--- config.mk ---
export PLATFORM = sky130hd
export DESIGN_NAME = pipeline_ctrl_flat
export DESIGN_NICKNAME = d
export VERILOG_FILES = /design/src/rtl/pipeline_ctrl_if.sv /design/src/rtl/pipeline_ctrl.sv /design/src/flat_wrapper.sv
export SDC_FILE = /design/constraint.sdc
export NUM_CORES = 1
export LEC_CHECK = 0
export CORE_ASPECT_RATIO = 0.9
export CORE_MARGIN = 2
export CORE_UTILIZATION = 30
export CTS_CLUSTER_DIAMETER = 200
export DETAILED_ROUTE_END_ITERATION = 8
export PLACE_DENSITY_LB_ADDON = 0.1
export RECOVER_POWER = 100
export SLEW_MARGIN = 20
export SYNTH_ARGS = -nofsm -noshare
export SYNTH_HDL_FRONTEND = slang
export SYNTH_SLANG_ARGS = --single-unit
--- constraint.sdc ---
create_clock -name CLK -period 2.4 [get_ports CLK]
set_clock_uncertainty 0.15 [all_clocks]
set_input_delay 0.24 -clock CLK [delete_from_list [all_inputs] [get_ports CLK]]
set_output_delay 0.24 -clock CLK [all_outputs]
set_load 0.05 [all_outputs]
--- src/rtl/pipeline_ctrl_if.sv ---
// Hazard/stall handshake between the pipeline datapath and its controller.
// master = datapath side (reports hits/hazards), slave = controller side.
interface pipeline_ctrl_if #(
   parameter int CNT_W = 16
);
   logic             ihit;
   logic             dhit;
   logic             dREN_mem;
   logic             dWEN_mem;
   logic             halt_mem;
   logic             redirect_mem;
   logic             idex_dREN;
   logic [4:0]       idex_rt;
   logic [4:0]       ifid_rs;
   logic [4:0]       ifid_rt;
   logic             pc_en;
   logic             ifid_en;
   logic             idex_en;
   logic             exmem_en;
   logic             memwb_en;
   logic             ifid_flush;
   logic             idex_flush;
   logic             halted;
   logic [CNT_W-1:0] stall_cnt;

   modport master (
      output ihit, dhit, dREN_mem, dWEN_mem, halt_mem, redirect_mem,
             idex_dREN, idex_rt, ifid_rs, ifid_rt,
      input  pc_en, ifid_en, idex_en, exmem_en, memwb_en,
             ifid_flush, idex_flush, halted, stall_cnt
   );

   modport slave (
      input  ihit, dhit, dREN_mem, dWEN_mem, halt_mem, redirect_mem,
             idex_dREN, idex_rt, ifid_rs, ifid_rt,
      output pc_en, ifid_en, idex_en, exmem_en, memwb_en,
             ifid_flush, idex_flush, halted, stall_cnt
   );
endinterface

--- src/rtl/pipeline_ctrl.sv ---
// Five-stage pipeline stall/flush controller: memory waits, load-use hazards,
// branch redirects, halt, and a saturating PC-stall counter.
module pipeline_ctrl #(
   parameter int CNT_W = 16
) (
   input  logic          CLK,
   input  logic          RST,
   pipeline_ctrl_if.slave pif
);
   typedef enum logic [1:0] {RUN, DWAIT, HALT} state_t;

   state_t           state_reg, state_next;
   logic             if_pend_reg, if_pend_next;
   logic [CNT_W-1:0] stall_cnt_reg;

   logic load_use, dmiss, run_eval;
   logic pc_en, ifid_en, idex_en, exmem_en, memwb_en, ifid_flush, idex_flush;

   assign load_use = pif.idex_dREN && (pif.idex_rt != 5'd0) &&
                     ((pif.idex_rt == pif.ifid_rs) || (pif.idex_rt == pif.ifid_rt));
   assign dmiss    = (pif.dREN_mem || pif.dWEN_mem) && !pif.dhit;

   always_comb begin
      state_next = state_reg;
      run_eval   = 1'b0;
      pc_en      = 1'b0;
      ifid_en    = 1'b0;
      idex_en    = 1'b0;
      exmem_en   = 1'b0;
      memwb_en   = 1'b0;
      ifid_flush = 1'b0;
      idex_flush = 1'b0;

      case (state_reg)
         RUN: begin
            if (pif.halt_mem)  state_next = HALT;
            else if (dmiss)    state_next = DWAIT;
            else               run_eval   = 1'b1;
         end
         DWAIT: begin
            // halt_mem is not looked at here: the frozen EX/MEM latch re-presents it after the wait
            if (pif.dhit) begin
               state_next = RUN;
               run_eval   = 1'b1;
            end
         end
         HALT:    state_next = HALT;
         default: state_next = RUN;
      endcase

      if (run_eval) begin
         exmem_en = 1'b1;
         memwb_en = 1'b1;
         idex_en  = 1'b1;
         if (pif.redirect_mem) begin
            // redirect squashes the ID instruction, so any load-use on it is moot
            pc_en      = 1'b1;
            ifid_en    = 1'b1;
            ifid_flush = 1'b1;
            idex_flush = 1'b1;
         end else if (load_use) begin
            idex_flush = 1'b1;
         end else if (!(pif.ihit || if_pend_reg)) begin
            ifid_en    = 1'b1;
            ifid_flush = 1'b1;
         end else begin
            pc_en   = 1'b1;
            ifid_en = 1'b1;
         end
      end
   end

   always_comb begin
      if_pend_next = if_pend_reg;
      if (state_reg != HALT) begin
         if (pc_en)         if_pend_next = 1'b0;
         else if (pif.ihit) if_pend_next = 1'b1;
      end
   end

   always_ff @(posedge CLK or posedge RST) begin
      if (RST) begin
         state_reg     <= RUN;
         if_pend_reg   <= 1'b0;
         stall_cnt_reg <= '0;
      end else begin
         state_reg   <= state_next;
         if_pend_reg <= if_pend_next;
         if ((state_reg != HALT) && !pc_en && (stall_cnt_reg != {CNT_W{1'b1}}))
            stall_cnt_reg <= stall_cnt_reg + CNT_W'(1);
      end
   end

   assign pif.pc_en      = pc_en;
   assign pif.ifid_en    = ifid_en;
   assign pif.idex_en    = idex_en;
   assign pif.exmem_en   = exmem_en;
   assign pif.memwb_en   = memwb_en;
   assign pif.ifid_flush = ifid_flush;
   assign pif.idex_flush = idex_flush;
   assign pif.halted     = (state_reg == HALT);
   assign pif.stall_cnt  = stall_cnt_reg;
endmodule

--- src/flat_wrapper.sv ---
// flat-port wrapper written by rule: the top's interface ports become plain ports
module pipeline_ctrl_flat 
#(
   parameter int CNT_W = 16
)
  (CLK, RST, pif_ihit, pif_dhit, pif_dREN_mem, pif_dWEN_mem, pif_halt_mem, pif_redirect_mem, pif_idex_dREN, pif_idex_rt, pif_ifid_rs, pif_ifid_rt, pif_pc_en, pif_ifid_en, pif_idex_en, pif_exmem_en, pif_memwb_en, pif_ifid_flush, pif_idex_flush, pif_halted, pif_stall_cnt);
  pipeline_ctrl_if #(.CNT_W(CNT_W)) pif_i ();
  input  logic CLK;
  input  logic RST;
  input wire logic [$bits(pif_i.ihit)-1:0] pif_ihit;
  input wire logic [$bits(pif_i.dhit)-1:0] pif_dhit;
  input wire logic [$bits(pif_i.dREN_mem)-1:0] pif_dREN_mem;
  input wire logic [$bits(pif_i.dWEN_mem)-1:0] pif_dWEN_mem;
  input wire logic [$bits(pif_i.halt_mem)-1:0] pif_halt_mem;
  input wire logic [$bits(pif_i.redirect_mem)-1:0] pif_redirect_mem;
  input wire logic [$bits(pif_i.idex_dREN)-1:0] pif_idex_dREN;
  input wire logic [$bits(pif_i.idex_rt)-1:0] pif_idex_rt;
  input wire logic [$bits(pif_i.ifid_rs)-1:0] pif_ifid_rs;
  input wire logic [$bits(pif_i.ifid_rt)-1:0] pif_ifid_rt;
  output wire logic [$bits(pif_i.pc_en)-1:0] pif_pc_en;
  output wire logic [$bits(pif_i.ifid_en)-1:0] pif_ifid_en;
  output wire logic [$bits(pif_i.idex_en)-1:0] pif_idex_en;
  output wire logic [$bits(pif_i.exmem_en)-1:0] pif_exmem_en;
  output wire logic [$bits(pif_i.memwb_en)-1:0] pif_memwb_en;
  output wire logic [$bits(pif_i.ifid_flush)-1:0] pif_ifid_flush;
  output wire logic [$bits(pif_i.idex_flush)-1:0] pif_idex_flush;
  output wire logic [$bits(pif_i.halted)-1:0] pif_halted;
  output wire logic [$bits(pif_i.stall_cnt)-1:0] pif_stall_cnt;
  assign pif_i.ihit = pif_ihit;
  assign pif_i.dhit = pif_dhit;
  assign pif_i.dREN_mem = pif_dREN_mem;
  assign pif_i.dWEN_mem = pif_dWEN_mem;
  assign pif_i.halt_mem = pif_halt_mem;
  assign pif_i.redirect_mem = pif_redirect_mem;
  assign pif_i.idex_dREN = pif_idex_dREN;
  assign pif_i.idex_rt = pif_idex_rt;
  assign pif_i.ifid_rs = pif_ifid_rs;
  assign pif_i.ifid_rt = pif_ifid_rt;
  assign pif_pc_en = pif_i.pc_en;
  assign pif_ifid_en = pif_i.ifid_en;
  assign pif_idex_en = pif_i.idex_en;
  assign pif_exmem_en = pif_i.exmem_en;
  assign pif_memwb_en = pif_i.memwb_en;
  assign pif_ifid_flush = pif_i.ifid_flush;
  assign pif_idex_flush = pif_i.idex_flush;
  assign pif_halted = pif_i.halted;
  assign pif_stall_cnt = pif_i.stall_cnt;
  pipeline_ctrl #(.CNT_W(CNT_W)) u_core (.CLK(CLK), .RST(RST), .pif(pif_i));
endmodule
# Word level (Yosys, flattened, before mapping)

Index checks and enable logic that the tools add are counted.

Register bits: 19
Input bits: 24

$add $sub $neg: 1
Eq/ne operators: 8
Muxes and demuxes: 25
Reductions and logical operators: 15

Operator list:

| cell                    | number |
|---|---|
| $mux W1                 | 20 |
| $add A16 B1 Y16 const B | 1 |
| $ne A16 B16 Y1 const B  | 1 |
| $eq A5 B5 Y1            | 2 |
| $mux W2                 | 3 |
| $pmux W2 S3             | 1 |
| $logic_and A1 B1 Y1     | 5 |
| $reduce_bool A5 Y1      | 1 |
| $ne A2 B2 Y1 const B    | 2 |
| $reduce_and A2 Y1       | 2 |
| $logic_or A1 B1 Y1      | 3 |
| $ne A3 B2 Y1 const B    | 1 |
| $eq A2 B1 Y1 const B    | 1 |
| $eq A2 B2 Y1 const B    | 1 |
| $logic_not A1 Y1        | 2 |
| $logic_not A2 Y1        | 1 |
| $pmux W1 S2             | 1 |
| $reduce_bool A2 Y1      | 1 |

# Logic depth before layout (Yosys ltp)

Depth in word-level cells: 9
Gate-level depth with buffers: 8
Depth with buffers taken out: 7

# Worst setup path before layout

No wires, ideal clock.

Path kind: reg2out
Start: register u_core.state_reg[0]
End: output pif_ifid_en
Arrival time: 2.003 ns
Required time: 2.010 ns
Setup slack: 0.007 ns
Stages on the path, launching flop included: 5
Path buffers: 0
Cell sequence: dfrtp_1 -> or3_4 -> a211o_1 -> inv_1 -> o21a_1

Cells in the longest elaborated chain, start to end: 3

RTL lines:

| item                                                    | line                | source |
|---|---|---|
| from (decl)                                             | pipeline_ctrl.sv:12 | `state_t state_reg, state_next;` |
| from (signal assigned)                                  | pipeline_ctrl.sv:87 | `state_reg <= state_next;` |
| $eq A2 B1 Y1 / $logic_not A2 Y1 (equally long branches) | pipeline_ctrl.sv:34 | `case (state_reg)` |
| $pmux W1 S2 *                                           | pipeline_ctrl.sv:34 |  |
| $mux W1 *                                               | pipeline_ctrl.sv:51 | `if (run_eval) begin` |
| to (decl)                                               | flat_wrapper.sv:21  | `output wire logic [$bits(pif_i.ifid_en)-1:0] pif_ifid_en;` |

Every way passes the cells marked *; elsewhere a longest branch is shown, timed or not.

# Final worst setup path

Start: register u_core.state_reg[0]
End: output pif_memwb_en

Cells in the longest elaborated chain, start to end: 3

RTL lines:

| item                                                    | line                | source |
|---|---|---|
| $eq A2 B1 Y1 / $logic_not A2 Y1 (equally long branches) | pipeline_ctrl.sv:34 |  |
| $pmux W1 S2 *                                           | pipeline_ctrl.sv:34 |  |
| $mux W1 *                                               | pipeline_ctrl.sv:51 |  |
| to (decl)                                               | flat_wrapper.sv:24  | `output wire logic [$bits(pif_i.memwb_en)-1:0] pif_memwb_en;` |

Marks and branches as above.

==> results.json <==
{
  "num-nets-final": 207,
  "slowest_stage": "or3_1",
  "critPathKind": "reg -> out",
  "drc_errors": 0,
  "largest_register_ffs": 16,
  "root_buffer": "clkbuf_8",
  "grt_overflow": 0,
  "synth_top_cell_by_area": "dfrtp_1",
  "synth_enable_flop_cells": 0,
  "synthFlopType": "dfrtp_1",
  "synth_commonest_cells": "xor2_1 (22), nor2_1 (21), dfrtp_1 (19)",
  "r2r_end": "u_core.pif.stall_cnt[4]",
  "critPathMaxStageDelay_ns": 0.44,
  "hold-path-cell-count": 1,
  "path_clk_slew_ns": 0.08,
  "holdPathEnd": "u_core.pif.stall_cnt[9]",
  "ys_seq_area_share_pct": 40.2,
  "min_path_type": "reg -> reg",
  "clkLatencyLatePin_ns": 0.26,
  "grt_max_degree": 20,
  "maxSlewViolCount": 0,
  "slew-limit-headroom_pct": 50.8,
  "avgSynthCellArea_sq_um": 9.31,
  "drtIter0Drc": 41,
  "status": "finished, final reports clean",
  "worst_slew_pin_slew_ns": 0.737,
  "clock-sinks": 19,
  "avgViaCountPerCell": 4.83,
  "synth_most_common_cell": "xor2_1",
  "min_period_ns": 2.31,
  "register_area_sq_um": 475,
  "cts_buffers": 3,
  "rsz0062_at_grt": "no",
  "synthCells": 127,
  "dieArea_sq_um": 4460,
  "finalWirelength_um": 2940,
  "area_delta_synth_final_pct": 56.5,
  "timing.fmax_ghz": 0.432,
  "initial_core_util_pct": 31.5,
  "syn_nets": 152,
  "place_congestion": 0.835,
  "vias": 1097,
  "leakage_nw": 0.746,
  "nFillCells": 379,
  "cts_setup_buffers": 0,
  "powerDensity_nw_per_um2": 772,
  "r2r.worst_path.cells": 7,
  "synth_seq_cells": 19,
  "start_kind": "flip-flop",
  "multi_input_area_sq_um": 663,
  "io_buffers": 47,
  "n_antenna_cell": 0,
  "h-tree-depth": 1,
  "core_sq_um": 3760,
  "critPathMaxFanout": 5,
  "place_inst": 223,
  "end_kind": "primary output",
  "maxCapViolCount": 0,
  "die_y_um": 63.6,
  "synthTopCellsByArea": "dfrtp_1 (40%), xor2_1 (16%), nor2_1 (6.7%)",
  "firstDrtPassIters": 4,
  "peakVddDrop_uv": 515,
  "wl_per_cell_um": 13.0,
  "dp_hpwl_um": 2250,
  "worstHoldStart": "u_core.pif.stall_cnt[9]",
  "synthesis.area_sq_um": 1180,
  "grtUsageTotal_pct": 13.8,
  "reg2reg_from": "u_core.state_reg[0]",
  "period_share_pct": 96.4,
  "ant_nets": 0,
  "cts_max_path_buffers": 2,
  "stdcell_count": 227,
  "layout-drive-gt1-share_pct": 13.3,
  "dp_slack_ns": -0.0837,
  "cts_tree": "built",
  "path_cells": "or3_1 -> a211o_1 -> inv_1 -> buf_2 -> buf_12",
  "setup_tns_ns": 0,
  "arrival_ns": 1.92,
  "synth_top_cell_area_share_pct": 40.2,
  "async_reset_ff_share_pct": 100,
  "ioPinCount": 48,
  "cp.required_ns": 2.01,
  "yosysWarnings": 0,
  "hold_violations": 0,
  "setup_slack_ns": 0.0865,
  "grt_pass1_vias": 1093,
  "grt_pass1_wl_um": 4950,
  "reg2reg_slack_ns": 0.23,
  "setup_violations": 0,
  "die_x_um": 70.2,
  "grt_antenna_before_repair": 0,
  "ys_types": 33,
  "rows": 21
}
## kinds of logic after synthesis
kind of cell | after synthesis | share of synthesized area, %
multiplexers | 2 | 2.22
XOR/XNOR | 23 | 17.0
adder cells (fa/ha/maj) | 1 | 1.06
AND/OR/NAND/NOR | 55 | 22.8
buffers and inverters | 9 | 4.13
flip-flops | 19 | 40.2
AO/OA/AOI/OAI | 18 | 12.6
## metal layers
metal | GRT usage [%] | up-vias | share of wire (%) | wire [um]
met1 | 18.3 | 508 | 47 | 1380
met2 | 22.4 | 40 | 46 | 1370
met5 | 0 | - | 0 | 0
li1 | - | 545 | - | -
met3 | 3.04 | 4 | 5.9 | 174
met4 | 4.33 | 0 | 0.85 | 25
## metrics by stage
stage | utilization, % | power, W | cell area, sq um | hold WS (ns)
after floorplan | - | 0.000971 | 1180 | 0.0411
after global placement | 48.2 | 0.00124 | 1810 | 0.327
after detailed placement | 48.2 | 0.00125 | 1810 | 0.338
after CTS | 49.7 | 0.00148 | 1870 | 0.284
after global routing | 49.3 | 0.00153 | 1850 | 0.370
final | 49.3 | 0.00143 | 1850 | 0.338
## worst max-delay path, delay by kind of cell (launching register included)
family,cells,cell delay (ns)
simple gates,1,0.44
compound gates,1,0.38
flops,1,0.42
buf+inv,3,0.43
## repair_timing
action | in CTS | in global routing
hold buffers | 0 | 0
setup endpoints to repair | 2 | 4
pin swaps | 1 | 1
hold endpoints to repair | 0 | 0
gates resized for setup | 5 | 6
## cell usage in the layout (no fill, tap or decap), types with 2 or more instances in the layout
cell type,count
inv_1,6
a21oi_1,4
nor3_1,8
o2111ai_1,2
buf_4,4
clkbuf_8,3
nor2b_1,2
xor2_1,22
dlygate4sd2_1,2
nor2_1,21
dlymetal6s2s_1,3
buf_12,7
a211o_1,2
clkdlybuf4s50_1,17
and3_1,2
nand4_1,3
dlygate4sd3_1,18
nand2_1,5
nand3_1,8
dfrtp_1,19
## worst max-delay path by stage
stage / cells past startpoint / endpoint / from / slack, ns
2_1_floorplan: 4 / pif_ifid_en / u_core.state_reg[0] / 0.007
3_3_place_gp: 7 / pif_pc_en / pif_idex_rt[0] / -0.04
3_5_place_dp: 7 / pif_pc_en / pif_idex_rt[0] / -0.08
4_1_cts: 7 / pif_ifid_en / pif_idex_rt[2] / 0.004
5_1_grt: 5 / pif_memwb_en / u_core.state_reg[0] / 0.008
6_report: 5 / pif_memwb_en / u_core.state_reg[0] / 0.09
## where the power goes
group	switching, W	internal [W]
Sequential	0.000121	0.000406
Combinational	0.000448	0.000233
Clock	0.000106	0.000115
## area by class of cell
cell class                      count  area share, %
Inverter                            6           1.22
Sequential cell                    19           25.7
Timing Repair Buffer               53           31.6
Clock inverter                      1          0.270
Clock buffer                        3           2.23
Multi-Input combinational cell     99           35.8
Tap cell                           46           3.11
Note: power is estimated with default switching activity, not from simulation.
